===== config.mk =====
export PLATFORM = sky130hd
export DESIGN_NAME = hold_reg_bank
export DESIGN_NICKNAME = d
export VERILOG_FILES = /design/src/rtl/hold_reg_bank.sv
export SDC_FILE = /design/constraint.sdc
export NUM_CORES = 1
export LEC_CHECK = 0
export ABC_AREA = 0
export CORE_MARGIN = 1.5
export CORE_UTILIZATION = 48
export CTS_BUF_LIST = sky130_fd_sc_hd__clkbuf_16
export CTS_CLUSTER_DIAMETER = 40
export DETAILED_ROUTE_END_ITERATION = 8
export PLACE_DENSITY = 0.79
export SYNTH_ARGS = -nofsm -noshare
export SYNTH_HDL_FRONTEND = slang
export SYNTH_SLANG_ARGS = --single-unit

===== constraint.sdc =====
create_clock -name clk -period 1.9 [get_ports clk]
set_input_delay 0.38 -clock clk [delete_from_list [all_inputs] [get_ports clk]]
set_output_delay 0.38 -clock clk [all_outputs]
set_load 0.03 [all_outputs]

===== src/rtl/hold_reg_bank.sv =====
// hold_reg_bank: CHANNELS independent WIDTH-bit hold registers with
// per-channel load enable, a selectable registered/transparent output,
// and a snapshot engine that streams an atomic copy of all channels.
// Ports:
//   clk, rst_n            clock, asynchronous active-low reset
//   mode                  0 = registered q, 1 = transparent-when-enabled q
//   en, d, q              per-channel enable, data in, data out (packed)
//   snap_req, snap_busy   snapshot request / stream in progress
//   out_valid, out_ready  snapshot beat handshake
//   out_data, out_ch      beat payload and its channel index
//   out_last              beat carries channel CHANNELS-1
//   drop_cnt              saturating count of requests ignored mid-stream
module hold_reg_bank #(
    parameter int WIDTH    = 8,
    parameter int CHANNELS = 4,
    parameter int CNT_W    = 8,
    localparam int IDX_W   = $clog2(CHANNELS)
) (
    input  logic                      clk,
    input  logic                      rst_n,
    input  logic                      mode,
    input  logic [CHANNELS-1:0]       en,
    input  logic [CHANNELS*WIDTH-1:0] d,
    output logic [CHANNELS*WIDTH-1:0] q,
    input  logic                      snap_req,
    output logic                      snap_busy,
    output logic                      out_valid,
    input  logic                      out_ready,
    output logic [WIDTH-1:0]          out_data,
    output logic [IDX_W-1:0]          out_ch,
    output logic                      out_last,
    output logic [CNT_W-1:0]          drop_cnt
);

    typedef enum logic {
        S_IDLE,
        S_STREAM
    } state_t;

    localparam logic [IDX_W-1:0] LAST_IDX = IDX_W'(CHANNELS - 1);

    logic [WIDTH-1:0] r_s    [CHANNELS];
    logic [WIDTH-1:0] r_snap [CHANNELS];
    logic [WIDTH-1:0] w_nxt_s[CHANNELS];

    state_t           r_state;
    state_t           w_state_nx;
    logic [IDX_W-1:0] r_idx;
    logic [IDX_W-1:0] w_idx_nx;
    logic [CNT_W-1:0] r_drop;
    logic             w_cap;
    logic             w_stream;
    logic             w_last;
    logic             w_drop_inc;

    // The next stored value doubles as the transparent output and as
    // the snapshot source, so a snapshot sees the post-edge contents.
    for (genvar gi = 0; gi < CHANNELS; gi++) begin : g_ch
        assign w_nxt_s[gi] = en[gi] ? d[gi*WIDTH +: WIDTH] : r_s[gi];
        assign q[gi*WIDTH +: WIDTH] = mode ? w_nxt_s[gi] : r_s[gi];
    end

    assign w_stream = (r_state == S_STREAM);
    assign w_last   = w_stream && (r_idx == LAST_IDX);

    always_comb begin
        w_state_nx = r_state;
        w_idx_nx   = r_idx;
        w_cap      = 1'b0;
        unique case (r_state)
            S_IDLE: begin
                if (snap_req) begin
                    w_state_nx = S_STREAM;
                    w_idx_nx   = '0;
                    w_cap      = 1'b1;
                end
            end
            S_STREAM: begin
                if (out_ready) begin
                    if (w_last) begin
                        w_state_nx = S_IDLE;
                        w_idx_nx   = '0;
                    end else begin
                        w_idx_nx = r_idx + 1'b1;
                    end
                end
            end
            default: begin
                w_state_nx = S_IDLE;
                w_idx_nx   = '0;
            end
        endcase
    end

    // Requests are only honoured in IDLE; anything seen mid-stream,
    // including on the final acceptance edge, is counted as dropped.
    assign w_drop_inc = w_stream && snap_req && (r_drop != '1);

    always_ff @(posedge clk or negedge rst_n) begin
        if (!rst_n) begin
            r_state <= S_IDLE;
            r_idx   <= '0;
            r_drop  <= '0;
        end else begin
            r_state <= w_state_nx;
            r_idx   <= w_idx_nx;
            if (w_drop_inc) begin
                r_drop <= r_drop + 1'b1;
            end
        end
    end

    always_ff @(posedge clk or negedge rst_n) begin
        if (!rst_n) begin
            for (int i = 0; i < CHANNELS; i++) begin
                r_s[i]    <= '0;
                r_snap[i] <= '0;
            end
        end else begin
            for (int i = 0; i < CHANNELS; i++) begin
                r_s[i] <= w_nxt_s[i];
                if (w_cap) begin
                    r_snap[i] <= w_nxt_s[i];
                end
            end
        end
    end

    assign snap_busy = w_stream;
    assign out_valid = w_stream;
    assign out_ch    = r_idx;
    assign out_last  = w_last;
    assign out_data  = w_stream ? r_snap[r_idx] : '0;
    assign drop_cnt  = r_drop;

endmodule


==> results.toml <==
[clock_network]
path_clk_slew_ps = 60
cts.sink_count = 75
clock_path_buffers = 2
cts_tree = "done"
cts-root-buf = "clkbuf_16"
h-tree-depth = 3
clkLatencyLatePin_ps = 320
cts_hold_buf = 0
cts_buffers = 9

[timing]
final-hold-violation-count = 0
fin_crit_sh_pct = 109.5
holdWs_ps = 4.117
fin_ws_ps = -180.3
maxSlewHeadroom_pct = 68.35
fmax_mhz = 480.7
skew_ps = 3.094
worst_pin_slew_ps = 474.7
finalMaxSlewViolations = 0
finalSetupTns_ps = -1111
period_minus_slack_ps = 2080
setup_viol = 8
rsz0062_at_grt = "true"

[grt]
antenna_found_initial = 0
gr-total-overflow = 0
top_usage_layer = "met2"
met2_usage_pct = 43.79
grt.met3_usage_pct = 4.011
grt_usage_pct = 25.13
grt_max_degree = 65
grt_pass1_vias = 3016
grt_pass1_wl_um = 14510
met1_usage_pct = 30.62

[flow_run]
maxCapViolations = 0

[logic_synthesis]
synth-seq-area-share_pct = 53.38
syn_area_per_cell_um2 = 10.10
netlist_area_um2 = 3516
netlist_instances = 348
yosysUniqueCellTypes = 30
ys_warn_count = 0
synth_fp_nets = 391
synth-seq-cells = 75

[layout]
antennaDiodeCount = 0
drive_gt1_share_pct = 28.31
layout.cells.non_filler = 590
area_growth_pct = 49.36
postLayoutCoreUtil_pct = 73.18
nets = 529

[detailed_routing]
drtIter0Drc = 180
wl_um = 9109
drt_pass1_iterations = 7
drc = 0
drt.antenna.violating_nets = 0
post_drt_wl_per_cell_um = 15.44
num_vias = 3026
avgViaCountPerCell = 5.129

[worst_setup_path]
start_kind = "flip-flop"
critical_path_required_ps = 1520
crit_type = "reg -> out"
crit_fanout = 5
cp-end-kind = "output pin"
arrival_ps = 1700
reg2regPathDepth = 5

[die]
fp-row-count = 31
core_um2 = 7176
die_area_um2 = 7847
die_h_um = 88.59
initial_core_util_pct = 49.00
io_pins = 94
die_x_um = 88.59

[power]
power_density_nw_per_um2 = 1441
ir_drop_v = 0.0007236
report.power.total_w = 0.007565
p_leak_nw = 2.569

[placed_design]
gp_congestion = 0.8203
portBuffers = 93
post-place-cells = 565
hpwlAfterDp_um = 5977

[run_status]
violations = "negative setup slack"
status = "finished with violations"

[worst_hold_path]
holdCritPathClass = "in -> async"
==> logic make-up after synthesis <==
| logic type | after synthesis | synth area share [%] |
|---|---|---|
| simple gates | 96 | 12.17 |
| flops | 75 | 53.38 |
| buf+inv | 54 | 6.619 |
| fa+ha+maj | 2 | 0.7116 |
| mux | 44 | 15.52 |
| xor+xnor | 4 | 0.9966 |
| compound gates | 73 | 10.61 |
==> metal layers <==
metal  up-vias  share of wire [%]  wire, um
li1       1444                  -         -
met4         0                2.3       214
met2       102                 52      4748
met1      1463                 41      3716
met3        17                4.7       431
met5         -                  0         0
==> through the flow <==
step / cell area (um^2) / worst slack, ps
final: 5251 / -180.3
after global routing: 5251 / -217.9
after CTS: 5240 / -172.6
after detailed placement: 4783 / -133.8
after global placement: 4783 / -122.8
after floorplan: 3516 / 38.16
==> area by class of cell <==
cell class | count | area (um^2)
Clock buffer | 9 | 225.2
Tap cell | 99 | 123.9
Multi-Input combinational cell | 219 | 1474
Clock inverter | 7 | 83.83
Inverter | 32 | 120.1
Fill cell | 491 | 1924
Timing Repair Buffer | 149 | 1346
Sequential cell | 75 | 1878
==> power by group <==
| part | internal [W] | switching (W) | total, W |
|---|---|---|---|
| clock | 0.00113 | 0.000629 | 0.00176 |
| combinational | 0.00161 | 0.00173 | 0.00334 |
| sequential | 0.00207 | 0.000386 | 0.00246 |
| total | 0.00482 | 0.00275 | 0.00757 |
==> registers in the layout, summed over array words and instances (netlist names) <==
register,cells
out_valid,1
drop_cnt,8
r_snap,32
r_s,32
out_ch,2
==> placed cells by master (no fill, tap or decap), types with 2 or more instances in the layout <==
cell             count
mux2i_4              2
and2_4               9
dlygate4sd2_1        7
mux2i_1             28
inv_1               33
o21ai_0              2
clkbuf_16            9
buf_2                2
mux2_1               3
nand2b_1             2
buf_6               11
clkinv_1             2
o21ai_1             33
clkdlybuf4s50_1     43
xor2_1               3
a21oi_1             34
dfrtp_1             74
bufinv_16            2
buf_12               6
buf_4               80
mux2i_2              2
nor2_1              38
nand2_1             39
a31oi_1              2
mux4_2               8
nand4_1              2
==> synthesized netlist by cell type, drive strengths merged <==
cell | count | area share [%]
mux2i | 32 | 9.1
xor2 | 3 | 0.75
a31oi | 2 | 0.36
a21boi | 1 | 0.21
xnor2 | 1 | 0.25
nand2b | 3 | 0.53
buf | 19 | 2.9
dfrtp | 75 | 53
and2 | 10 | 1.9
nor2 | 38 | 4.1
o31ai | 1 | 0.21
mux4 | 8 | 5.1
clkbuf | 3 | 0.32
inv | 32 | 3.4
o21ai | 35 | 5.0
nand3 | 1 | 0.14
nor2b | 1 | 0.18
nor3 | 1 | 0.28
ha | 2 | 0.71
a21oi | 34 | 4.8
mux2 | 4 | 1.3
nand4 | 3 | 0.96
nand2 | 39 | 4.2
==> path summary, 6_finish.rpt <==
| path | from | to | slack (ps) |
|---|---|---|---|
| worst min-delay path | rst_n | r_s[30] | 4 |
| max in group asynchronous | rst_n | out_ch[0] | 1290 |
| min in group clk | r_snap[8] | r_snap[8] | 480 |
| worst max register to register | out_valid | drop_cnt[6] | 320 |
| worst max-delay path | out_ch[0] | out_data[3] | -180 |
| worst min register to register | r_snap[8] | r_snap[8] | 480 |
==> what timing repair did <==
item                                    4_1_cts  5_1_grt
resized for setup                            44        3
cloned                                        1        0
pin swaps                                     7        0
setup buffers                                 6        2
endpoints found under the setup margin       43        9
==> worst max-delay path: stages (launching register included) <==
cell	delay, ps
dfrtp_2	410
buf_6	160
mux4_2	510
and2_4	160
buf_6	130
(Power assumes the default switching activity.)
==> patch, RTL diff (same settings) <==
Change the parameter `WIDTH` from 8 to 10.
--- a/src/rtl/hold_reg_bank.sv
+++ b/src/rtl/hold_reg_bank.sv
@@ -13,3 +13,3 @@
 module hold_reg_bank #(
-    parameter int WIDTH    = 8,
+    parameter int WIDTH    = 10,
     parameter int CHANNELS = 4,
Interface: changed (resized d, out_data and q); port bits go from 94 to 112. No check against the original RTL was run, so the function may have changed too.
==> patch against the original RTL <==
  * The run still ends with setup timing left
  * Register-to-register slack improved by 0.07 ns
  * Maximum frequency is 1.9% lower
  * Core utilization is 0.90 points lower
  * Global-route usage decreased by 0.48 points
  * Power rose by 13%
  * Setup slack worse by 0.040 ns
  * Synthesized cell count rose by 20%
  * Combinational power increased by 17%
  * Routed wire length grew 23%
  * Design area grew 19%
  * Clock skew up 0.0011 ns
  * Synthesized area up 20%
  * Non-clock buffer count is 29 higher
  * Sequential cell count is 16 higher
  * Highest routed layer unchanged
==> patch: results (changes against the original RTL) <==
asr flop ratio synth=100% (unchanged); TNS Setup=-1.92 ns (-0.813 ns); Yosys Warn Count=0 (unchanged); layout cells sized above 1=28.3% (about the same); vias per inst=5.22 (+1.8%); failing checks=setup timing; fill cell count=595 (+21%); crit path DAT=1.74 ns (+0.04 ns); antenna violations before repair=0 (unchanged); pre-CTS setup slack=-0.279 ns (-0.145 ns); Post-DP HPWL=7460 µm (+25%); Synth top cells by count=dfrtp_1 (91), nand2_1 (46), a21oi_1 (42), nor2_1 (42); first-pass GRT wire length=18300 µm (+26%); Crit path max-delay family=multiplexers; drt drc=0 (unchanged); 1st-iter DRT viols=219 (+22%); clk_skew=0.00417 ns (+0.00107 ns); H-tree depth=3 (unchanged); IO Port Bufs=111 (+19%); drt first pass iters=5 (-2); max_cap viols=0 (unchanged); Rel. slew slack=68.2% (-0.19 points); Clk Latency, worst-skew pair=approximately 0.33 ns; number of global-route vias before repair=3654 (+21%); top cells by area, synth=dfrtp_1 (54%), mux2i_1 (9.5%), a21oi_1 (5.0%), o21ai_0 (4.7%), mux4_2 (4.3%); nets=630 (+19%); Total GRT Usage=24.7% (-0.48 points); root buffer cell=clkbuf_16; Ant. Diodes=0 (unchanged); clock slew at reported path FFs=0.06 ns (about the same); Hold WC Path Type=in2async; Crit path largest cell delay=0.51 ns (about the same); WL final=11200 µm (+23%); VDD IR max=0.606 mV (-16%); Distinct cells, synth=29 (-3.3%); Final GP Congestion=0.804 (-2.0%); Seq/Total Area, Yosys=53.9% (+0.50 points); largest net degree at the start of global routing=92 (+42%); status=finished, violations left; Placed Area=0.00575 mm² (+20%); final setup fails=10 (+2); syn_nets=468 (+20%); Final WS setup=-0.220 ns (-0.0400 ns); Pleak=3.10 nW (+21%); worst-path fanout max=5 (unchanged)
patch: changes by cell type in the layout (fill, tap and decap cells not counted), moves of 3 or more:
cell and change:
nand2_1 +7, bufbuf_16 +3, buf_4 +17, mux2i_1 +7, xnor2_1 +4, nand3_1 +3, dfrtp_1 +15, inv_1 +9
a21oi_1 +8, clkdlybuf4s50_1 +4, o21ai_0 +38, xor2_1 -3, nor2_1 +4, o21ai_1 -30
patch: final cells by class:
cell class	instances	area [µm²]	share of cell area, %
clock buffer	9	225	3.61
clock inverter	6	50.0	0.802
inverter	40	150	2.41
multi-input combinational	259	1720	27.5
sequential	91	2280	36.5
tap	108	135	2.16
timing repair buffer	178	1680	27.0
patch: path summary, 6_finish.rpt:
check / slack, ns / endpoint / depth (start not counted) / startpoint
setup / recovery: -0.22 / out_data[5] / 4 / out_ch[0]
hold / removal: 0.07 / r_s[32] / 2 / rst_n
setup reg to reg: 0.39 / r_snap[10] / 5 / out_valid
hold reg to reg: 0.48 / r_snap[28] / 2 / r_snap[28]
max in group asynchronous: 1.43 / out_ch[1] / 2 / rst_n
min in group clk: 0.48 / r_snap[28] / 2 / r_snap[28]
patch: routing by layer:
| layer | GRT usage, % | up-vias | part of all wire [%] |
|---|---|---|---|
| met2 | 42.6 | 122 | 51 |
| met4 | 8.58 | 0 | 1.9 |
| met5 | 0 | - | 0 |
| met3 | 4.62 | 16 | 5.3 |
| met1 | 31.1 | 1760 | 42 |
| li1 | - | 1710 | - |
patch: cells by family after synthesis:
logic type	share of synthesized area [%]
compound gates	10.2
xor+xnor	1.04
fa+ha+maj	0.592
buf+inv	6.51
flops	53.9
mux	15.8
simple gates	12.0
patch: power by group:
group / total [mW] / internal, mW / switching (mW) / leakage, nW
logic: 3.90 / 1.89 / 2.01 / 1.85
registers: 2.95 / 2.51 / 0.441 / 1.10
clock network: 1.68 / 0.991 / 0.689 / 0.143
patch: timing repair:
action,in CTS,in global routing
pin swaps,5,0
endpoints found under the setup margin,57,20
setup buffers,5,1
cloned,3,0
resized for setup,64,10
patch: stage by stage:
step           instances  hold WS (ns)
6_report             691        0.0738
5_1_grt              691         0.129
4_1_cts              690         0.115
3_5_place_dp         667         0.465
3_3_place_gp         667         0.458
2_1_floorplan        417        0.0844
